File: src/rtl/spi_cmd_arbiter_if.sv
// Bundle of requester-side handshakes and spi_master-side command signals for
// spi_cmd_arbiter. The arbiter uses the master view, the environment the slave view.
interface spi_cmd_arbiter_if #(
  parameter int unsigned NUM_REQ = 2,
  parameter int unsigned MOSI_W  = 24,
  parameter int unsigned MISO_W  = 9
);
  logic [NUM_REQ-1:0]        req_wr;
  logic [NUM_REQ-1:0]        req_rd;
  logic [NUM_REQ*MOSI_W-1:0] req_data;
  logic [NUM_REQ-1:0]        req_ack;
  logic [NUM_REQ-1:0]        req_done;
  logic [MISO_W-1:0]         rsp_data;
  logic                      rsp_err;
  logic                      sm_wr_cmd;
  logic                      sm_rd_cmd;
  logic [MOSI_W-1:0]         sm_wr_data;
  logic [MISO_W-1:0]         sm_rd_data;
  logic                      sm_busy;
  logic                      sm_ncs;
  logic [NUM_REQ-1:0]        dev_cs_n;
  logic                      arb_busy;

  modport master (
    input  req_wr, req_rd, req_data, sm_rd_data, sm_busy, sm_ncs,
    output req_ack, req_done, rsp_data, rsp_err, sm_wr_cmd, sm_rd_cmd, sm_wr_data,
           dev_cs_n, arb_busy
  );

  modport slave (
    output req_wr, req_rd, req_data, sm_rd_data, sm_busy, sm_ncs,
    input  req_ack, req_done, rsp_data, rsp_err, sm_wr_cmd, sm_rd_cmd, sm_wr_data,
           dev_cs_n, arb_busy
  );
endinterface

File: src/rtl/spi_cmd_arbiter.sv
// Round-robin arbiter that serialises configuration requesters onto one spi_master
// and routes that master's chip select to the granted device.
module spi_cmd_arbiter #(
  parameter int unsigned NUM_REQ  = 2,
  parameter int unsigned MOSI_W   = 24,
  parameter int unsigned MISO_W   = 9,
  parameter int unsigned START_TO = 255
) (
  input  logic              clk_20m,
  input  logic              rstn,
  spi_cmd_arbiter_if.master bus_io
);
  localparam int unsigned IdxW = (NUM_REQ > 1) ? $clog2(NUM_REQ) : 1;
  localparam int unsigned CntW = $clog2(START_TO + 1);
  localparam logic [CntW-1:0] CntLast = CntW'(START_TO - 1);
  localparam logic [CntW-1:0] CntMax  = {CntW{1'b1}};
  localparam logic [IdxW-1:0] IdxLast = IdxW'(NUM_REQ - 1);

  typedef enum logic [2:0] {
    StIdle,
    StIssue,
    StWaitStart,
    StWaitEnd,
    StDone
  } state_e;

  state_e            state_q, state_d;
  logic [IdxW-1:0]   ptr_q, ptr_d;
  logic [IdxW-1:0]   grant_q, grant_d;
  logic              op_rd_q, op_rd_d;
  logic [MOSI_W-1:0] data_q, data_d;
  logic [MISO_W-1:0] rsp_q, rsp_d;
  logic              err_q, err_d;
  logic [CntW-1:0]   cnt_q, cnt_d;

  logic [NUM_REQ-1:0] req_any;
  logic               found;
  logic [IdxW-1:0]    pick;
  int unsigned        idx;

  // Round-robin search starting at ptr_q, wrapping without a modulo operator.
  always_comb begin
    req_any = bus_io.req_wr | bus_io.req_rd;
    found   = 1'b0;
    pick    = '0;
    idx     = 0;
    for (int unsigned off = 0; off < NUM_REQ; off++) begin
      idx = off + 32'(ptr_q);
      if (idx >= NUM_REQ) idx = idx - NUM_REQ;
      if (!found && req_any[IdxW'(idx)]) begin
        found = 1'b1;
        pick  = IdxW'(idx);
      end
    end
  end

  always_comb begin
    state_d = state_q;
    ptr_d   = ptr_q;
    grant_d = grant_q;
    op_rd_d = op_rd_q;
    data_d  = data_q;
    rsp_d   = rsp_q;
    err_d   = err_q;
    cnt_d   = cnt_q;
    unique case (state_q)
      StIdle: begin
        if (found) begin
          grant_d = pick;
          // A write wins when both are raised; the read stays pending.
          op_rd_d = ~bus_io.req_wr[pick];
          data_d  = bus_io.req_data[MOSI_W*pick +: MOSI_W];
          err_d   = 1'b0;
          state_d = StIssue;
        end
      end
      StIssue: begin
        cnt_d   = '0;
        state_d = StWaitStart;
      end
      StWaitStart: begin
        if (bus_io.sm_busy) begin
          state_d = StWaitEnd;
        end else if (cnt_q >= CntLast) begin
          err_d   = 1'b1;
          state_d = StDone;
        end else if (cnt_q != CntMax) begin
          cnt_d = cnt_q + CntW'(1);
        end
      end
      StWaitEnd: begin
        if (!bus_io.sm_busy) begin
          if (op_rd_q) rsp_d = bus_io.sm_rd_data;
          state_d = StDone;
        end
      end
      StDone: begin
        ptr_d   = (grant_q == IdxLast) ? '0 : grant_q + IdxW'(1);
        state_d = StIdle;
      end
      default: state_d = StIdle;
    endcase
  end

  always_ff @(posedge clk_20m) begin
    if (!rstn) begin
      state_q <= StIdle;
      ptr_q   <= '0;
      grant_q <= '0;
      op_rd_q <= 1'b0;
      data_q  <= '0;
      rsp_q   <= '0;
      err_q   <= 1'b0;
      cnt_q   <= '0;
    end else begin
      state_q <= state_d;
      ptr_q   <= ptr_d;
      grant_q <= grant_d;
      op_rd_q <= op_rd_d;
      data_q  <= data_d;
      rsp_q   <= rsp_d;
      err_q   <= err_d;
      cnt_q   <= cnt_d;
    end
  end

  // Chip-select routing depends only on registered state so a new grant cannot glitch it.
  always_comb begin
    bus_io.sm_wr_cmd  = (state_q == StIssue) && !op_rd_q;
    bus_io.sm_rd_cmd  = (state_q == StIssue) && op_rd_q;
    bus_io.sm_wr_data = data_q;
    bus_io.rsp_data   = rsp_q;
    bus_io.rsp_err    = err_q;
    bus_io.arb_busy   = (state_q != StIdle);
    bus_io.req_ack    = '0;
    bus_io.req_done   = '0;
    bus_io.dev_cs_n   = '1;
    if (state_q == StIssue) bus_io.req_ack[grant_q] = 1'b1;
    if (state_q == StDone) bus_io.req_done[grant_q] = 1'b1;
    if (state_q != StIdle) bus_io.dev_cs_n[grant_q] = bus_io.sm_ncs;
  end
endmodule

File: src/flat_wrapper.sv
// flat-port wrapper written by rule: the top's interface ports become plain ports
module spi_cmd_arbiter_flat 
#(
  parameter int unsigned NUM_REQ  = 2,
  parameter int unsigned MOSI_W   = 24,
  parameter int unsigned MISO_W   = 9,
  parameter int unsigned START_TO = 255
)
  (clk_20m, rstn, bus_io_req_wr, bus_io_req_rd, bus_io_req_data, bus_io_sm_rd_data, bus_io_sm_busy, bus_io_sm_ncs, bus_io_req_ack, bus_io_req_done, bus_io_rsp_data, bus_io_rsp_err, bus_io_sm_wr_cmd, bus_io_sm_rd_cmd, bus_io_sm_wr_data, bus_io_dev_cs_n, bus_io_arb_busy);
  spi_cmd_arbiter_if #(.NUM_REQ(NUM_REQ), .MOSI_W(MOSI_W), .MISO_W(MISO_W)) bus_io_i ();
  input  logic clk_20m;
  input  logic rstn;
  input wire logic [$bits(bus_io_i.req_wr)-1:0] bus_io_req_wr;
  input wire logic [$bits(bus_io_i.req_rd)-1:0] bus_io_req_rd;
  input wire logic [$bits(bus_io_i.req_data)-1:0] bus_io_req_data;
  input wire logic [$bits(bus_io_i.sm_rd_data)-1:0] bus_io_sm_rd_data;
  input wire logic [$bits(bus_io_i.sm_busy)-1:0] bus_io_sm_busy;
  input wire logic [$bits(bus_io_i.sm_ncs)-1:0] bus_io_sm_ncs;
  output wire logic [$bits(bus_io_i.req_ack)-1:0] bus_io_req_ack;
  output wire logic [$bits(bus_io_i.req_done)-1:0] bus_io_req_done;
  output wire logic [$bits(bus_io_i.rsp_data)-1:0] bus_io_rsp_data;
  output wire logic [$bits(bus_io_i.rsp_err)-1:0] bus_io_rsp_err;
  output wire logic [$bits(bus_io_i.sm_wr_cmd)-1:0] bus_io_sm_wr_cmd;
  output wire logic [$bits(bus_io_i.sm_rd_cmd)-1:0] bus_io_sm_rd_cmd;
  output wire logic [$bits(bus_io_i.sm_wr_data)-1:0] bus_io_sm_wr_data;
  output wire logic [$bits(bus_io_i.dev_cs_n)-1:0] bus_io_dev_cs_n;
  output wire logic [$bits(bus_io_i.arb_busy)-1:0] bus_io_arb_busy;
  assign bus_io_i.req_wr = bus_io_req_wr;
  assign bus_io_i.req_rd = bus_io_req_rd;
  assign bus_io_i.req_data = bus_io_req_data;
  assign bus_io_i.sm_rd_data = bus_io_sm_rd_data;
  assign bus_io_i.sm_busy = bus_io_sm_busy;
  assign bus_io_i.sm_ncs = bus_io_sm_ncs;
  assign bus_io_req_ack = bus_io_i.req_ack;
  assign bus_io_req_done = bus_io_i.req_done;
  assign bus_io_rsp_data = bus_io_i.rsp_data;
  assign bus_io_rsp_err = bus_io_i.rsp_err;
  assign bus_io_sm_wr_cmd = bus_io_i.sm_wr_cmd;
  assign bus_io_sm_rd_cmd = bus_io_i.sm_rd_cmd;
  assign bus_io_sm_wr_data = bus_io_i.sm_wr_data;
  assign bus_io_dev_cs_n = bus_io_i.dev_cs_n;
  assign bus_io_arb_busy = bus_io_i.arb_busy;
  spi_cmd_arbiter #(.NUM_REQ(NUM_REQ), .MOSI_W(MOSI_W), .MISO_W(MISO_W), .START_TO(START_TO)) u_core (.clk_20m(clk_20m), .rstn(rstn), .bus_io(bus_io_i));
endmodule
File: config.mk
export PLATFORM = sky130hd
export DESIGN_NAME = spi_cmd_arbiter_flat
export DESIGN_NICKNAME = d
export VERILOG_FILES = /design/src/rtl/spi_cmd_arbiter_if.sv /design/src/rtl/spi_cmd_arbiter.sv /design/src/flat_wrapper.sv
export SDC_FILE = /design/constraint.sdc
export NUM_CORES = 1
export LEC_CHECK = 0
export BUFFER_PORTS_ARGS = -buffer_cell sky130_fd_sc_hd__buf_2
export CAP_MARGIN = 20
export CORE_MARGIN = 2
export CORE_UTILIZATION = 46
export CTS_CLUSTER_DIAMETER = 40
export DETAILED_ROUTE_END_ITERATION = 10
export PLACE_DENSITY_LB_ADDON = 0.12
export SETUP_SLACK_MARGIN = 0.1
export SLEW_MARGIN = 20
export SYNTH_ARGS = -nofsm -noshare
export SYNTH_HDL_FRONTEND = slang
export SYNTH_SLANG_ARGS = --single-unit
File: constraint.sdc
create_clock -name clk_20m -period 2.5 [get_ports clk_20m]
set_input_delay 0.375 -clock clk_20m [delete_from_list [all_inputs] [get_ports clk_20m]]
set_output_delay 0.375 -clock clk_20m [all_outputs]
set_load 0.02 [all_outputs]
==> results of run 1 <==
stage by stage:
step	utilization, %	area, sq um	setup WS [ps]	hold WS, ps	cells
2_1_floorplan	-	2230	691	441	246
3_3_place_gp	59.9	2810	597	458	395
3_5_place_dp	59.9	2810	537	472	395
4_1_cts	62.0	2910	510	311	401
5_1_grt	62.0	2910	355	313	401
6_report	62.0	2910	515	315	401
worst max-delay path by stage:
stage | startpoint | slack, ps | end
3_5_place_dp | u_core.state_q[2] | 540 | u_core.bus_io.sm_wr_data[23]
6_report | u_core.state_q[2] | 510 | bus_io_dev_cs_n[1]
4_1_cts | u_core.state_q[2] | 510 | bus_io_dev_cs_n[0]
3_3_place_gp | u_core.state_q[2] | 600 | u_core.bus_io.sm_wr_data[14]
5_1_grt | u_core.state_q[2] | 360 | u_core.bus_io.sm_wr_data[23]
2_1_floorplan | u_core.state_q[0] | 690 | bus_io_sm_rd_cmd
cells by family (layout without fill, tap and decap cells):
| family | count (synthesis) | count (layout) | synth area share [%] |
|---|---|---|---|
| and+or+nand+nor | 91 | 91 | 19.6 |
| AOI/OAI and AO/OA | 50 | 50 | 16.5 |
| DFF | 48 | 48 | 43.1 |
| muxes | 36 | 36 | 16.2 |
| buffers and inverters | 19 | 120 | 3.43 |
| adders and majority gates | 2 | 2 | 1.12 |
area by class of cell:
| cell class | instances | area (sq um) | share of cell area (%) |
|---|---|---|---|
| multi-input cells | 179 | 1200 | 41.2 |
| flip-flops and latches | 48 | 961 | 33.0 |
| repair buffers | 109 | 563 | 19.4 |
| clock buffers | 5 | 68.8 | 2.37 |
| well taps | 54 | 67.6 | 2.32 |
| clock inverters | 1 | 30.0 | 1.03 |
| inverters | 5 | 18.8 | 0.645 |
state kept, by name (all words and copies together) (netlist names):
signal and cells:
u_core.bus_io.rsp_err 1, u_core.bus_io.rsp_data 9, u_core.grant_q 1, u_core.bus_io.sm_wr_data 24, u_core.cnt_q 8, u_core.ptr_q 1
u_core.state_q 3, u_core.op_rd_q 1
tightest hold or removal path: stages:
cell and delay, ps:
buf_2 70, mux2i_1 60, nor2_1 70
metal layers:
metal / part of all wire, % / track usage [%]
met2: 46 / 28.4
met4: 1.1 / 6.06
met1: 45 / 23.2
met3: 8.7 / 6.72
met5: 0 / 0
Yosys cell counts, types with 3 or more instances:
master,number,area share [%]
mux2i_1,35,16
buf_2,4,0.90
nand2_1,10,1.7
nor3_1,6,1.3
inv_1,4,0.67
nor2_1,46,7.8
a211oi_1,26,8.8
nand3_1,5,1.1
o21ai_0,3,0.67
or4_1,3,1.0
a21oi_1,5,1.1
nand2b_1,4,1.1
clkbuf_1,9,1.5
dfxtp_1,48,43
nor3b_1,3,1.0
power groups by stage:
stage	registers, uW	logic, uW	clock network (uW)
floorplan	980	245	0
global placement	904	497	0
detailed placement	903	505	0
CTS	887	505	542
global route	897	550	569
finish	886	499	527
==> impl_metrics.py, run 1 <==
metrics = {
    "yosys": {
        "ys_ff_latch": 48,
        "synth_cell_types": 43,
        "syn_area_per_cell_sq_um": 9.05,
        "async_flop_share_pct": 0,
        "synthesis.yosys.warnings": 0,
        "syn_inst": 246,
        "ys_seq_area_share_pct": 43.1,
        "synth_area_sq_um": 2230,
        "syn_nets": 313,
        "synthFlopType": "dfxtp_1",
        "synth_edf_count": 0,
    },
    "finish": {
        "mostFrequentLayoutCell": "buf_2",
        "drive_gt1_share_pct": 35.7,
        "most-common-layout-cells": "buf_2 (107), dfxtp_1 (48), nor2_1 (46)",
        "syn2layout_area_growth_pct": 30.6,
        "fillers": 424,
        "layout.nets": 415,
        "diodes": 0,
    },
    "timing": {
        "max_slew_margin_pct": 54.6,
        "rsz0062_at_grt": "no",
        "min_period_over_period_pct": 79.4,
        "hold_violations": 0,
        "tightest_slew_ps": 675,
        "fmax_mhz": 504,
        "fin_skew_ps": 2.15,
        "drv_slew": 0,
        "setup-violations-final": 0,
        "period_needed_ps": 1990,
        "tns_ps": 0,
    },
    "clocking": {
        "clock-sinks": 48,
        "clock_path_buffers": 2,
        "numCtsBuffers": 5,
        "cts_tree": "done",
        "htree_levels": 2,
        "insertion_delay_ps": 290,
        "clock-root-buffer": "clkbuf_8",
        "post-cts-setup-buffers": 0,
        "cts_resized": 0,
        "clk_pin_slew_worst_paths_ps": 80,
        "holdBufCountCts": 0,
    },
    "placement": {
        "dpl.hpwl_um": 3770,
        "portBuffers": 107,
        "gp_congestion": 0.817,
    },
    "setup_path": {
        "cpPeakStageDelay_ps": 640,
        "worstPathRequired_ps": 2120,
        "setup.worst_path.start_class": "flip-flop",
        "crit_path_end_kind": "output port",
        "worst-path-buf-inv": 1,
        "crit_path_max_fanout": 16,
        "r2r-start": "u_core.state_q[2]",
        "critical_path.top_delay_family": "flip-flops",
        "cp.depth": 3,
        "crit_chain": "nor3_1 -> or3_1 -> buf_2",
        "slowest_stage": "dfxtp_1",
        "r2r_end": "u_core.bus_io.sm_wr_data[23]",
        "r2r_slack_ps": 560,
        "crit_arrival_ps": 1610,
        "path_class": "flip-flop to output port",
        "r2r_cells": 5,
    },
    "power_and_ir_drop": {
        "power_density_nw_per_um2": 657,
        "irDropWorstVdd_mv": 0.384,
        "seqPwrFrac_pct": 46.4,
        "fin_total_pwr_uw": 1910,
        "clock_power_share_pct": 27.5,
        "switchingPower_uw": 585,
        "pwr-share-comb_pct": 26.1,
        "p_int_uw": 1330,
        "cellLeakagePower_uw": 0.00142,
        "p_sw_share_pct": 30.6,
    },
    "global_route": {
        "antenna_found_initial": 0,
        "grt_max_degree": 38,
        "overflow": 0,
        "grt_pass1_wl_um": 7700,
        "grt_pass1_vias": 1734,
        "grt.total_usage_pct": 18.2,
    },
    "hold_path": {
        "hold_class": "input port to flip-flop",
        "hp-start": "bus_io_sm_rd_data[8]",
        "min_to": "u_core.bus_io.rsp_data[8]",
        "hold_depth": 3,
    },
    "die": {
        "dieArea_sq_um": 5410,
        "initial_core_util_pct": 47.5,
        "ios": 108,
        "die_w_um": 73.6,
        "core_area_sq_um": 4690,
        "rows": 25,
        "die_h_um": 73.6,
    },
    "detailed_routing": {
        "routed-via-count": 2091,
        "drt_iter0_markers": 96,
        "firstDrtPassIters": 4,
        "drc": 0,
        "wl_per_cell_um": 12.4,
        "wl_um": 4990,
        "ant_nets": 0,
        "avgViaCountPerCell": 5.21,
    },
    "run": {
        "cap_violations": 0,
    },
    "outcome": {
        "outcome": "finished clean",
    },
}
No activity file was read; power rests on OpenSTA's default activity.
==> inputs of run 2 (changes only) <==
clock period = 2.02 ns   (was 2.5 ns; I/O delays follow)
==> run 2 against run 1 <==
Sequential share of layout area decreased by 0.72 points. Non-clock buffer count increased by 7. Design area increased by 2.8%. Total power increased by 26%. Sequential power increased by 24%. Clock-buffer cell count unchanged. Clock skew increased by 6.7 ps. Critical path type unchanged. Highest routed layer unchanged.
==> impl_metrics.py, run 2 (synthesis gave the netlist of run 1 again) <==
metrics = {
    "die": {
        "initial_core_util_pct": 47.5,
        "dieArea_sq_um": 5410,
        "core_area_sq_um": 4690,
        "rows": 25,
        "die_w_um": 73.6,
        "die_h_um": 73.6,
        "ios": 108,
    },
    "timing": {
        "setup-violations-final": 0,
        "drv_slew": 0,
        "tns_ps": 0,
        "fmax_mhz": 538,
        "fin_skew_ps": 8.87,
        "min_period_over_period_pct": 92.0,
        "rsz0062_at_grt": "no",
        "period_needed_ps": 1860,
        "hold_violations": 0,
        "tightest_slew_ps": 422,
        "max_slew_margin_pct": 71.1,
    },
    "detailed_routing": {
        "firstDrtPassIters": 4,
        "wl_um": 5300,
        "drt_iter0_markers": 112,
        "avgViaCountPerCell": 5.25,
        "wl_per_cell_um": 12.9,
        "drc": 0,
        "ant_nets": 0,
        "routed-via-count": 2154,
    },
    "global_route": {
        "busiest_layer": "met2",
        "antenna_found_initial": 0,
        "grt_max_degree": 30,
        "grt.total_usage_pct": 20.8,
        "met1_usage_pct": 25.8,
        "grtUsageMet2_pct": 34.6,
        "grt_pass1_vias": 2016,
        "use_met3_pct": 5.62,
        "grt_pass1_wl_um": 8860,
        "overflow": 0,
    },
    "setup_path": {
        "setup.worst_path.start_class": "flip-flop",
        "crit_path_max_fanout": 9,
        "crit_arrival_ps": 1560,
        "worstPathRequired_ps": 1720,
        "path_class": "flip-flop to output port",
        "crit_path_end_kind": "output port",
    },
    "finish": {
        "drive_gt1_share_pct": 38.2,
        "largest_reg_flops": 24,
        "final_area_sq_um": 2990,
        "instances_no_fill": 410,
        "layout.nets": 422,
        "syn2layout_area_growth_pct": 34.2,
        "diodes": 0,
        "most-common-layout-cells": "buf_2 (106), nor2_1 (46), dfxtp_1 (46)",
        "fillers": 398,
        "mostFrequentLayoutCell": "buf_2",
        "post-route-util_pct": 63.7,
    },
    "placement": {
        "portBuffers": 107,
        "dpl_cell_area_sq_um": 2860,
        "placed_cells": 402,
        "dpl.hpwl_um": 4030,
        "gp_congestion": 0.825,
    },
    "clocking": {
        "post-cts-setup-buffers": 0,
        "holdBufCountCts": 0,
        "clock-sinks": 48,
        "numCtsBuffers": 5,
        "cts_tree": "done",
        "clk_pin_slew_worst_paths_ps": 90,
        "clock-root-buffer": "clkbuf_8",
        "clock_path_buffers": 2,
        "htree_levels": 2,
        "insertion_delay_ps": 300,
    },
    "power_and_ir_drop": {
        "cellLeakagePower_uw": 0.00146,
        "irDropWorstVdd_mv": 0.521,
        "fin_total_pwr_uw": 2420,
        "power_density_nw_per_um2": 809,
    },
    "run": {
        "cap_violations": 0,
    },
    "outcome": {
        "outcome": "finished clean",
    },
    "hold_path": {
        "hold_class": "input port to flip-flop",
    },
}
run 2: power by group:
group          switching [uW]  internal [uW]  leakage [uW]
clock                     318            366     0.0000541
combinational             373            255       0.00101
sequential               63.2           1040      0.000395
run 2: metal layers:
layer  vias to the layer above  share of wire, %
li1                       1110                 -
met1                       954                45
met2                        78                46
met3                        12               6.5
met4                         0               2.5
met5                         -                 0
run 2: timing repair:
| action | 4_1_cts | 5_1_grt |
|---|---|---|
| setup endpoints to repair | 4 | 5 |
| gates resized for setup | 3 | 3 |
| cloned | 0 | 0 |
| hold endpoints to repair | 0 | 0 |
run 2: worst paths after layout:
kind | start | to | slack [ps] | depth (start not counted)
setup reg to reg | u_core.state_q[1] | u_core.cnt_q[5] | 230 | 4
hold / removal | bus_io_sm_rd_data[2] | u_core.bus_io.rsp_data[2] | 230 | 3
setup / recovery | u_core.state_q[0] | bus_io_sm_rd_cmd | 160 | 4
hold reg to reg | u_core.bus_io.rsp_err | u_core.bus_io.rsp_err | 480 | 1
run 2: critical path: stages (launching register included):
cell     delay, ps
dfxtp_4        400
or2b_4         310
buf_4          160
nor3b_1        200
buf_4          170
run 2: final cells by class:
| type | count | area, sq um | area share (%) |
|---|---|---|---|
| clock buffer | 5 | 68.8 | 2.30 |
| inverter | 5 | 18.8 | 0.628 |
| sequential | 48 | 966 | 32.3 |
| timing repair buffer | 116 | 618 | 20.7 |
| clock inverter | 3 | 42.5 | 1.42 |
| multi-input combinational | 179 | 1210 | 40.4 |
| tap | 54 | 67.6 | 2.26 |
run 2: stage by stage:
| stage | setup WS (ps) | hold slack [ps] |
|---|---|---|
| final | 162 | 232 |
| after global routing | 83.3 | 242 |
| after CTS | 162 | 221 |
| after detailed placement | 194 | 464 |
| after global placement | 199 | 451 |
| after floorplan | 283 | 441 |
